--- config.mk ---
export PLATFORM = sky130hd
export DESIGN_NAME = serial_pattern_transmitter
export DESIGN_NICKNAME = d
export VERILOG_FILES = /design/src/rtl/serial_pattern_pkg.sv /design/src/rtl/serial_pattern_transmitter_tick_generator.sv /design/src/rtl/serial_pattern_transmitter.sv
export SDC_FILE = /design/constraint.sdc
export NUM_CORES = 1
export LEC_CHECK = 0
export BUFFER_PORTS_ARGS = -buffer_cell sky130_fd_sc_hd__buf_2
export CAP_MARGIN = 20
export CORE_UTILIZATION = 30
export DETAILED_ROUTE_END_ITERATION = 10
export SLEW_MARGIN = 30
export SYNTH_ARGS = -nofsm -noshare
export SYNTH_HDL_FRONTEND = slang
export SYNTH_SLANG_ARGS = --single-unit
--- constraint.sdc ---
create_clock -name clock -period 1.9 [get_ports clock]
set_input_delay 0.095 -clock clock [delete_from_list [all_inputs] [get_ports clock]]
set_output_delay 0.095 -clock clock [all_outputs]
set_load 0.01 [all_outputs]
--- src/rtl/serial_pattern_pkg.sv ---
// Purpose: shared types and constants for the serial pattern transmitter and its helpers.
// Latency: none (declarations only).
// Backpressure: none (declarations only).
package serial_pattern_pkg;

  typedef enum logic [1:0] {
    IDLE = 2'd0,
    SEND = 2'd1,
    DONE = 2'd2
  } state_t;

  localparam int DEFAULT_WIDTH     = 10;
  localparam int DEFAULT_TICK_LOG2 = 25;

  // Width needed to hold a bit index in 0..width-1, sized as $clog2(width+1).
  function automatic int index_width(input int width);
    return $clog2(width + 1);
  endfunction

endpackage

--- src/rtl/serial_pattern_transmitter_tick_generator.sv ---
// Purpose: free-running 2**TICK_LOG2 counter that emits a one-cycle tick when all ones.
// Latency: tick is decoded from the counter register, so it appears 2**TICK_LOG2-1 cycles after a clear.
// Backpressure: none; the counter never stalls, and only reset or clear restart it.
module tick_generator #(
  parameter int TICK_LOG2 = 25
) (
  input  logic clock,
  input  logic reset,
  input  logic clear,
  output logic tick
);

  logic [TICK_LOG2-1:0] count;

  // Counter wraps naturally; clear realigns the bit period to a word start.
  always_ff @(posedge clock) begin
    if (reset || clear) begin
      count <= '0;
    end else begin
      count <= count + TICK_LOG2'(1);
    end
  end

  assign tick = &count;

endmodule

--- src/rtl/serial_pattern_transmitter.sv ---
// Purpose: latches a WIDTH-bit word on start and shifts it out LSB-first, one bit per tick.
// Latency: first bit on serial_out the cycle after accept; done pulses WIDTH*2**TICK_LOG2+1 cycles after accept.
// Backpressure: ready is low while sending and in the done cycle; start is ignored then.
module serial_pattern_transmitter
  import serial_pattern_pkg::*;
#(
  parameter int   WIDTH      = DEFAULT_WIDTH,
  parameter int   TICK_LOG2  = DEFAULT_TICK_LOG2,
  parameter logic IDLE_LEVEL = 1'b0
) (
  input  logic                            clock,
  input  logic                            reset,
  input  logic                            start,
  input  logic [WIDTH-1:0]                data_in,
  output logic                            ready,
  output logic                            busy,
  output logic                            serial_out,
  output logic                            bit_strobe,
  output logic [index_width(WIDTH)-1:0]   bit_index,
  output logic                            done
);

  localparam int               IDX_W    = index_width(WIDTH);
  localparam logic [IDX_W-1:0] LAST_IDX = IDX_W'(WIDTH - 1);

  state_t           state;
  state_t           state_next;
  logic [WIDTH-1:0] shreg;
  logic             tick;
  logic             load;
  logic             advance;

  // The tick counter restarts on every accepted word so bit periods line up with the accept cycle.
  tick_generator #(
    .TICK_LOG2 (TICK_LOG2)
  ) u_tick (
    .clock (clock),
    .reset (reset),
    .clear (load),
    .tick  (tick)
  );

  // State register plus shift register and index; reset overrides any start in the same cycle.
  always_ff @(posedge clock) begin
    if (reset) begin
      state     <= IDLE;
      shreg     <= '0;
      bit_index <= '0;
    end else begin
      state <= state_next;
      if (load) begin
        shreg     <= data_in;
        bit_index <= '0;
      end else if (advance) begin
        shreg     <= shreg >> 1;
        bit_index <= bit_index + IDX_W'(1);
      end
    end
  end

  // Next-state and output decode; outputs depend only on registered state, shreg and the tick.
  always_comb begin
    state_next = state;
    ready      = 1'b0;
    busy       = 1'b0;
    serial_out = IDLE_LEVEL;
    bit_strobe = 1'b0;
    done       = 1'b0;
    load       = 1'b0;
    advance    = 1'b0;
    case (state)
      IDLE: begin
        ready = 1'b1;
        if (start) begin
          load       = 1'b1;
          state_next = SEND;
        end
      end
      SEND: begin
        busy       = 1'b1;
        serial_out = shreg[0];
        if (tick) begin
          bit_strobe = 1'b1;
          if (bit_index == LAST_IDX) begin
            state_next = DONE;
          end else begin
            advance = 1'b1;
          end
        end
      end
      DONE: begin
        done       = 1'b1;
        state_next = IDLE;
      end
      default: begin
        state_next = IDLE;
      end
    endcase
  end

endmodule
=== Word-level counts from Yosys, hierarchy flattened ===
Index checks and enable logic that the tools add are counted.

* Bits of input ports: 13
* Output and inout bits: 9
* Register bits after elaboration: 41
* Word-level logic and storage cells: 35

* Equality and inequality tests: 6
* $add $sub $neg: 2
* Muxes and demuxes: 17
* Reduce and logical (&&, ||, !) cells: 6

{| class="wikitable"
|+ Operators with widths
! cell !! number
|-
| $add 25x1->25 const B || 1
|-
| $reduce_and 25->1 || 1
|-
| $mux 10 || 2
|-
| $mux 1 || 11
|-
| $mux 2 || 3
|-
| $ne 2x2->1 const B || 3
|-
| $add 4x1->4 const B || 1
|-
| $eq 4x4->1 const B || 1
|-
| $pmux 2 s2 || 1
|-
| $reduce_and 3->1 || 1
|-
| $eq 2x1->1 const B || 1
|-
| $eq 2x2->1 const B || 1
|-
| $logic_not 2->1 || 1
|-
| $reduce_bool 2->1 || 1
|-
| $reduce_or 2->1 || 1
|-
| $logic_or 1x1->1 || 1
|}

=== Depth between registers and ports, before layout ===
Gate-level depths: netlist (run 1).

* Depth in word-level cells: 6
* Mapped depth: 7
* Gate-level depth less buffers: 6

=== Cells and area by module ===
From an unflattened synthesis (run 1), not the netlist that was laid out.

* Cells, all modules: 228
* Area total of the unflattened synthesis: 1921.8 um^2

{| class="wikitable"
|+ Modules (own cells, without submodules)
! module !! area an instance (um^2) !! sequential area each (um^2) !! instances !! cells an instance
|-
| tick_generator || 1127.3 || 500.5 || 1 || 134
|-
| serial_pattern_transmitter || 794.5 || 320.3 || 1 || 94
|}

=== Worst setup path after synthesis (run 1) ===
No wires, ideal clock.

* Path type: flip-flop to flip-flop
* Start point: register u_tick.count[0]
* End point: register bit_index[0]
* Stages on the path, launching flop included: 7
* Period minus slack after synthesis: 2.053 ns
* Required time: 1.829 ns
* Library setup time: 0.071 ns
* Data arrival time: 1.982 ns
* Slack: -0.153 ns
* Buffers on the path: 1
* Cells stage by stage: dfxtp_1 > ha_1 > nand3_1 > or4_1 > clkbuf_1 > or4_1 > a21oi_1

* Cells in the longest elaborated chain, start to end: 3

{| class="wikitable"
|+ RTL lines
! what !! RTL line !! source
|-
| start, declared || serial_pattern_transmitter_tick_generator.sv:13 || <nowiki>logic [TICK_LOG2-1:0] count;</nowiki>
|-
| start signal, assigned || serial_pattern_transmitter_tick_generator.sv:20 || <nowiki>count <= count + TICK_LOG2'(1);</nowiki>
|-
| $reduce_and 25->1 || serial_pattern_transmitter_tick_generator.sv:24 || <nowiki>assign tick = &count;</nowiki>
|-
| $mux 1 || serial_pattern_transmitter.sv:82 || <nowiki>if (tick) begin</nowiki>
|-
| $mux 1 || serial_pattern_transmitter.sv:71 || <nowiki>case (state)</nowiki>
|-
| end signal, assigned || serial_pattern_transmitter.sv:56 || <nowiki>bit_index <= bit_index + IDX_W'(1);</nowiki>
|-
| end, declared || serial_pattern_transmitter.sv:19 || <nowiki>output logic [index_width(WIDTH)-1:0] bit_index,</nowiki>
|}

No other way between the ends.
A chain may end at the register's enable or synchronous reset.

=== Final worst setup path (run 1) ===
* Start point: register u_tick.count[9]
* End point: output port bit_strobe

* Cells in the longest elaborated chain, start to end: 3

{| class="wikitable"
|+ RTL lines
! what !! RTL line !! source
|-
| $reduce_and 25->1 || serial_pattern_transmitter_tick_generator.sv:24 ||
|-
| $mux 1 || serial_pattern_transmitter.sv:82 ||
|-
| $mux 1 || serial_pattern_transmitter.sv:71 ||
|-
| end, declared || serial_pattern_transmitter.sv:18 || <nowiki>output logic bit_strobe,</nowiki>
|}

No other way between the ends.

==> impl_metrics.ini, run 1 <==
[outcome]
status = finished with violations
violations = design-rule violations, negative setup slack

[timing]
fin_crit_sh_pct = 100
final_max_slew_viol_count = 0
setup_tns_ps = -7.42
skew_ps = 14.9
post-route-worst-setup-slack_ps = -7.42
min_period_ps = 1910
timing.slew.headroom_pct = 63.9
tightest_slew_ps = 536
fmax_mhz = 524
finalSetupViolCount = 1
timing.hold.ws_ps = 28.4
rsz0062_at_grt = true
hold_viol = 0

[global_routing]
grt_use_total_pct = 14.5
antenna_found_initial = 0
overflow = 0
grt_max_degree = 21
grt_pass1_vias = 1727
grt_pass1_wl_mm = 8.20

[power]
finalPower_w = 0.00161
ir_drop_mv = 0.275
cellLeakagePower_nw = 0.991
power_density_nw_per_um2 = 581

[worst_setup_path]
crit_slowest_cell = or4_4
crit_type = flop to primary output
cp_max_fo = 9
cp.required_ps = 1800
r2r_end = u_tick.count[24]
critPathLaunchType = flop
r2r_setup_slack_ps = 30
endpoint_kind = primary output
crit_arrival_ps = 1810
worstPathCellList = nand4_4 > or4_4 > buf_6 > nor2_1 > buf_2
critical-path-max-stage-delay_ps = 620
r2r_start = u_tick.count[9]
reg2regPathDepth = 4

[logic_synthesis]
synth_edf_count = 0
avgSynthCellArea_um2 = 8.78
yosysSeqAreaShare_pct = 40.6
synthesis.nets = 246
async_flop_share_pct = 0
ys_top_cells_by_area = dfxtp_1 (41%), o31ai_1 (5.9%), nand4_1 (5.0%)
synth_commonest_cells = dfxtp_1 (41), nor2_1 (22), nand4_1 (16), o31ai_1 (16)
ys_seq_elements = 41
synth_most_common_cell = dfxtp_1
syn_area_um2 = 2020
synth_top_area_share_pct = 40.6
synth_cells = 230
synth_top_area_cell = dfxtp_1
synth.distinct_cells = 39
ys_warn_count = 0
synth-main-ff-cell = dfxtp_1

[finish]
drive_gt1_share_pct = 37.2
n_antenna_cell = 0
fin_util_pct = 43.1
fin_cells = 367
syn2layout_area_growth_pct = 37.1
fin_nets = 305

[clock_tree]
htreeDepth = 2
hold_buffers = 0
cts_tree = yes
cts_buffer_depth = 2
cts_sinks = 41
clkLatencyLatePin_ps = 300
cts_inserted_buffers = 5
cts_root_buf = clkbuf_8
clk_pin_slew_ps = 90

[routing]
antenna_left = 0
vias = 1928
wl_per_cell_um = 13.6
drt_iter0_markers = 123
wirelength_mm = 5.01
first_pass_iters = 7
viasPerCell = 5.25
drc = 2

[die]
die_w_um = 84.0
die_area_um2 = 7060
die_h_um = 84.0
rows = 29
initial_core_util_pct = 31.4
io_pins = 22
fp.coreArea_um2 = 6420

[placed_design]
gp_congestion = 0.759
portBuffers = 21
place_inst = 352
dp_hpwl_mm = 3.56

[worst_hold_path]
min_path_cells = 3
min_from = data_in[9]
hp-class = primary input to flop
worstHoldEndpoint = shreg[9]

[run]
cap_violations = 0
[kinds of logic after synthesis]
group | Yosys count | share of synthesized area, %
AOI/OAI and AO/OA | 47 | 15.7
xor gates and xnor gates | 13 | 5.64
and+or+nand+nor | 105 | 30.9
DFF | 41 | 40.6
buffers and inverters | 18 | 3.78
adders and majority gates | 3 | 1.86
muxes | 3 | 1.49
[metal layers]
| metal | share of wire [%] | global-route usage (%) | vias to the layer above |
|---|---|---|---|
| li1 | - | - | 987 |
| met1 | 50 | 19.6 | 916 |
| met2 | 46 | 22.7 | 20 |
| met3 | 2.1 | 2.97 | 5 |
| met4 | 1.1 | 5.02 | 0 |
| met5 | 0 | 0 | - |
[report_power, final]
part / switching [W] / internal (W)
sequential: 0.0000160 / 0.000882
clock: 0.000327 / 0.000258
combinational: 0.0000645 / 0.0000616
total: 0.000408 / 0.00120
[stage by stage]
| stage | instance area [um2] | worst slack, ps |
|---|---|---|
| after floorplan | 2060 | 14.8 |
| after global placement | 2470 | 46.9 |
| after detailed placement | 2470 | 6.56 |
| after CTS | 2660 | -46.1 |
| after global routing | 2770 | -61.9 |
| final | 2770 | -7.42 |
[placed cells by master, fill, tap and decap left out, drive strengths merged, types with 5 or more instances in the layout]
cell type	n
buf	66
dfxtp	41
nor2	22
nand4	18
o31ai	16
nand2	11
nand3	11
a21oi	11
or4	10
xor2	8
or3	7
xnor2	5
o21bai	5
a31oi	5
clkbuf	5
nor4	5
[layout make-up]
| type | instances | area, um2 |
|---|---|---|
| clock buffer | 5 | 68.8 |
| clock inverter | 3 | 22.5 |
| fill | 617 | 3650 |
| inverter | 4 | 15.0 |
| multi-input combinational | 171 | 1240 |
| sequential | 41 | 833 |
| tap | 77 | 96.3 |
| timing repair buffer | 66 | 487 |
[flip-flops by register name (all words and copies together) (netlist names)]
register	cells
u_tick.count	25
state	2
shreg	10
bit_index	4
[worst max-delay path by stage]
stage	startpoint	end	slack (ps)
after global placement	u_tick.count[1]	u_tick.count[18]	50
final	u_tick.count[9]	bit_strobe	-7
after detailed placement	u_tick.count[1]	u_tick.count[20]	7
after CTS	u_tick.count[0]	bit_strobe	-50
after floorplan	u_tick.count[17]	bit_index[0]	10
after global routing	u_tick.count[1]	bit_strobe	-60
[repair_timing]
| item | 4_1_cts | 5_1_grt |
|---|---|---|
| setup buffers | 3 | 4 |
| endpoints found under the hold margin | 0 | 0 |
| pin swaps | 7 | 9 |
| resized for setup | 9 | 18 |
| setup endpoints to repair | 4 | 18 |
[critical path, delay by kind of cell, from the launching register on]
family / cells / cell delay, ps
flip-flops: 1 / 360
buffers and inverters: 2 / 310
AND/OR/NAND/NOR: 3 / 850
Power figures use the tool's default switching activity.
==> inputs of run 2 (changes only) <==
- CORE_UTILIZATION: 30 -> 50
- PLACE_DENSITY: not set -> 0.72
==> run 2 against run 1 <==
Net effect:
- the run ends with negative setup slack left
- worst setup slack worse by 31 ps
- largest cell class unchanged
- utilization grew 27 points
- wire length is 4.0% higher
- worst hold slack gained 2.0 ps
- non-clock buffer count down 6
- global-route usage rose by 10 points
- critical endpoint is now bit_index[2]
- fmax fell by 1.6%
- combinational power decreased by 3%
- via count grew 2.9%
- final cell count fell by 9.5%
- sequential share of layout area rose by 1.3 points
==> impl_metrics.ini, run 2 (same netlist as run 1, synthesis figures left out) <==
[timing]
hold_viol = 0
timing.hold.ws_ps = 30.5
final_max_slew_viol_count = 0
tightest_slew_ps = 639
min_period_ps = 1940
setup_tns_ps = -69.8
timing.slew.headroom_pct = 57.0
finalSetupViolCount = 2
skew_ps = 3.08
post-route-worst-setup-slack_ps = -37.9
rsz0062_at_grt = true
fin_crit_sh_pct = 102
fmax_mhz = 516

[global_routing]
antenna_found_initial = 0
overflow = 0
grt_pass1_vias = 1756
grt_use_total_pct = 24.8
grt_pass1_wl_mm = 8.14
grt_max_degree = 26

[worst_setup_path]
crit_arrival_ps = 2160
cp_top_family = simple AND/OR/NAND/NOR gates
worstPathCellList = ha_4 > nand3_4 > or4_4 > or4_1 > a21oi_2
crit_slowest_cell = or4_4
endpoint_kind = flop
critical-path-max-stage-delay_ps = 580
critPathLaunchType = flop
cp.required_ps = 2130
crit_type = flop to flop
path_buf_inv = 0
cp_max_fo = 6
r2r_setup_slack_ps = -40

[worst_hold_path]
hp-class = primary input to flop

[clock_tree]
cts_buffer_depth = 2
clk_pin_slew_ps = 80
clkLatencyLatePin_ps = 290
cts_sinks = 41
hold_buffers = 0
cts_inserted_buffers = 5
cts_tree = yes
cts_root_buf = clkbuf_8
htreeDepth = 2

[finish]
n_antenna_cell = 0
final_common_cell = buf_4
mostFrequentLayoutCells = buf_4 (36), dfxtp_1 (29), nor2_1 (21)
syn2layout_area_growth_pct = 31.6
top_register = u_tick.count
fin_nets = 299
largest_reg_flops = 25
drive_gt1_share_pct = 33.5
stdcell_area_um2 = 2660
multiInputGateArea_um2 = 1190
fillCellCount = 292
largestRegisters = u_tick.count x25, shreg x10, bit_index x4
regArea_um2 = 836

[routing]
vias = 1983
wirelength_mm = 5.21
drt_iter0_markers = 188
antenna_left = 0
wl_met2_mm = 2.45
wl_per_cell_um = 15.7
first_pass_iters = 4
viasPerCell = 5.97
wl_met3_um = 327
highest_layer = met4
wl_met1_mm = 2.39
drc = 0

[placed_design]
dp_hpwl_mm = 3.47
gp_congestion = 0.751
portBuffers = 21
place_area_um2 = 2440

[die]
rows = 22
initial_core_util_pct = 53.6
die_w_um = 65.6
fp.coreArea_um2 = 3770
die_area_um2 = 4300
io_pins = 22
die_h_um = 65.6

[power]
ir_drop_mv = 0.481
power_density_nw_per_um2 = 657
cellLeakagePower_nw = 0.977

[run]
cap_violations = 0

[outcome]
violations = negative setup slack
status = finished with violations
[run 2: cell count changes in the layout (fill, tap and decap cells not counted), moves of 3 or more]
cell	previous run	this run
buf_4	39	36
o31ai_2	5	1
clkinvlp_4	3	0
o31ai_1	9	15
[run 2: worst paths after layout]
path | depth (start not counted) | startpoint | to
max reg2reg | 5 | u_tick.count[0] | bit_index[2]
min | 3 | data_in[9] | shreg[9]
min reg2reg | 2 | shreg[8] | shreg[7]
max | 5 | u_tick.count[0] | bit_index[2]
[run 2: routing by layer]
| metal | track usage (%) | up-vias |
|---|---|---|
| met5 | 0 | - |
| met4 | 7.61 | 0 |
| met3 | 5.56 | 4 |
| met2 | 39.6 | 57 |
| met1 | 33.2 | 953 |
| li1 | - | 969 |
[run 2: cell type report]
type | count | area share [%]
Clock buffer | 7 | 3.25
Clock inverter | 1 | 1.13
Inverter | 4 | 0.565
Multi-Input combinational cell | 171 | 44.7
Sequential cell | 41 | 31.5
Tap cell | 48 | 2.26
Timing Repair Buffer | 60 | 16.6
[run 2: timing repair]
item,4_1_cts,5_1_grt
setup buffers,0,1
gates cloned,0,1
resized for setup,7,11
pin swaps,1,3
endpoints found under the setup margin,8,10
endpoints found under the hold margin,0,0
[run 2: report_power, final]
group,switching [W],leakage [nW],internal (W)
sequential,0.0000135,0.339,0.000882
clock,0.000301,0.0585,0.000428
combinational,0.0000649,0.579,0.0000572
[run 2: tightest hold or removal path: cells and delay by family]
family	cells	cell delay, ps
AO/OA/AOI/OAI	1	60
buffers and inverters	1	80
AND/OR/NAND/NOR	1	60
[run 2: metrics by stage]
stage / utilization (%) / std cells / setup WS [ps] / power [W]
after floorplan: - / 230 / 14.8 / 0.000979
after global placement: 64.8 / 322 / 63.3 / 0.00103
after detailed placement: 64.8 / 322 / -35.8 / 0.00103
after CTS: 68.4 / 330 / -20.5 / 0.00175
after global routing: 70.5 / 332 / -112 / 0.00180
final: 70.5 / 332 / -37.9 / 0.00175
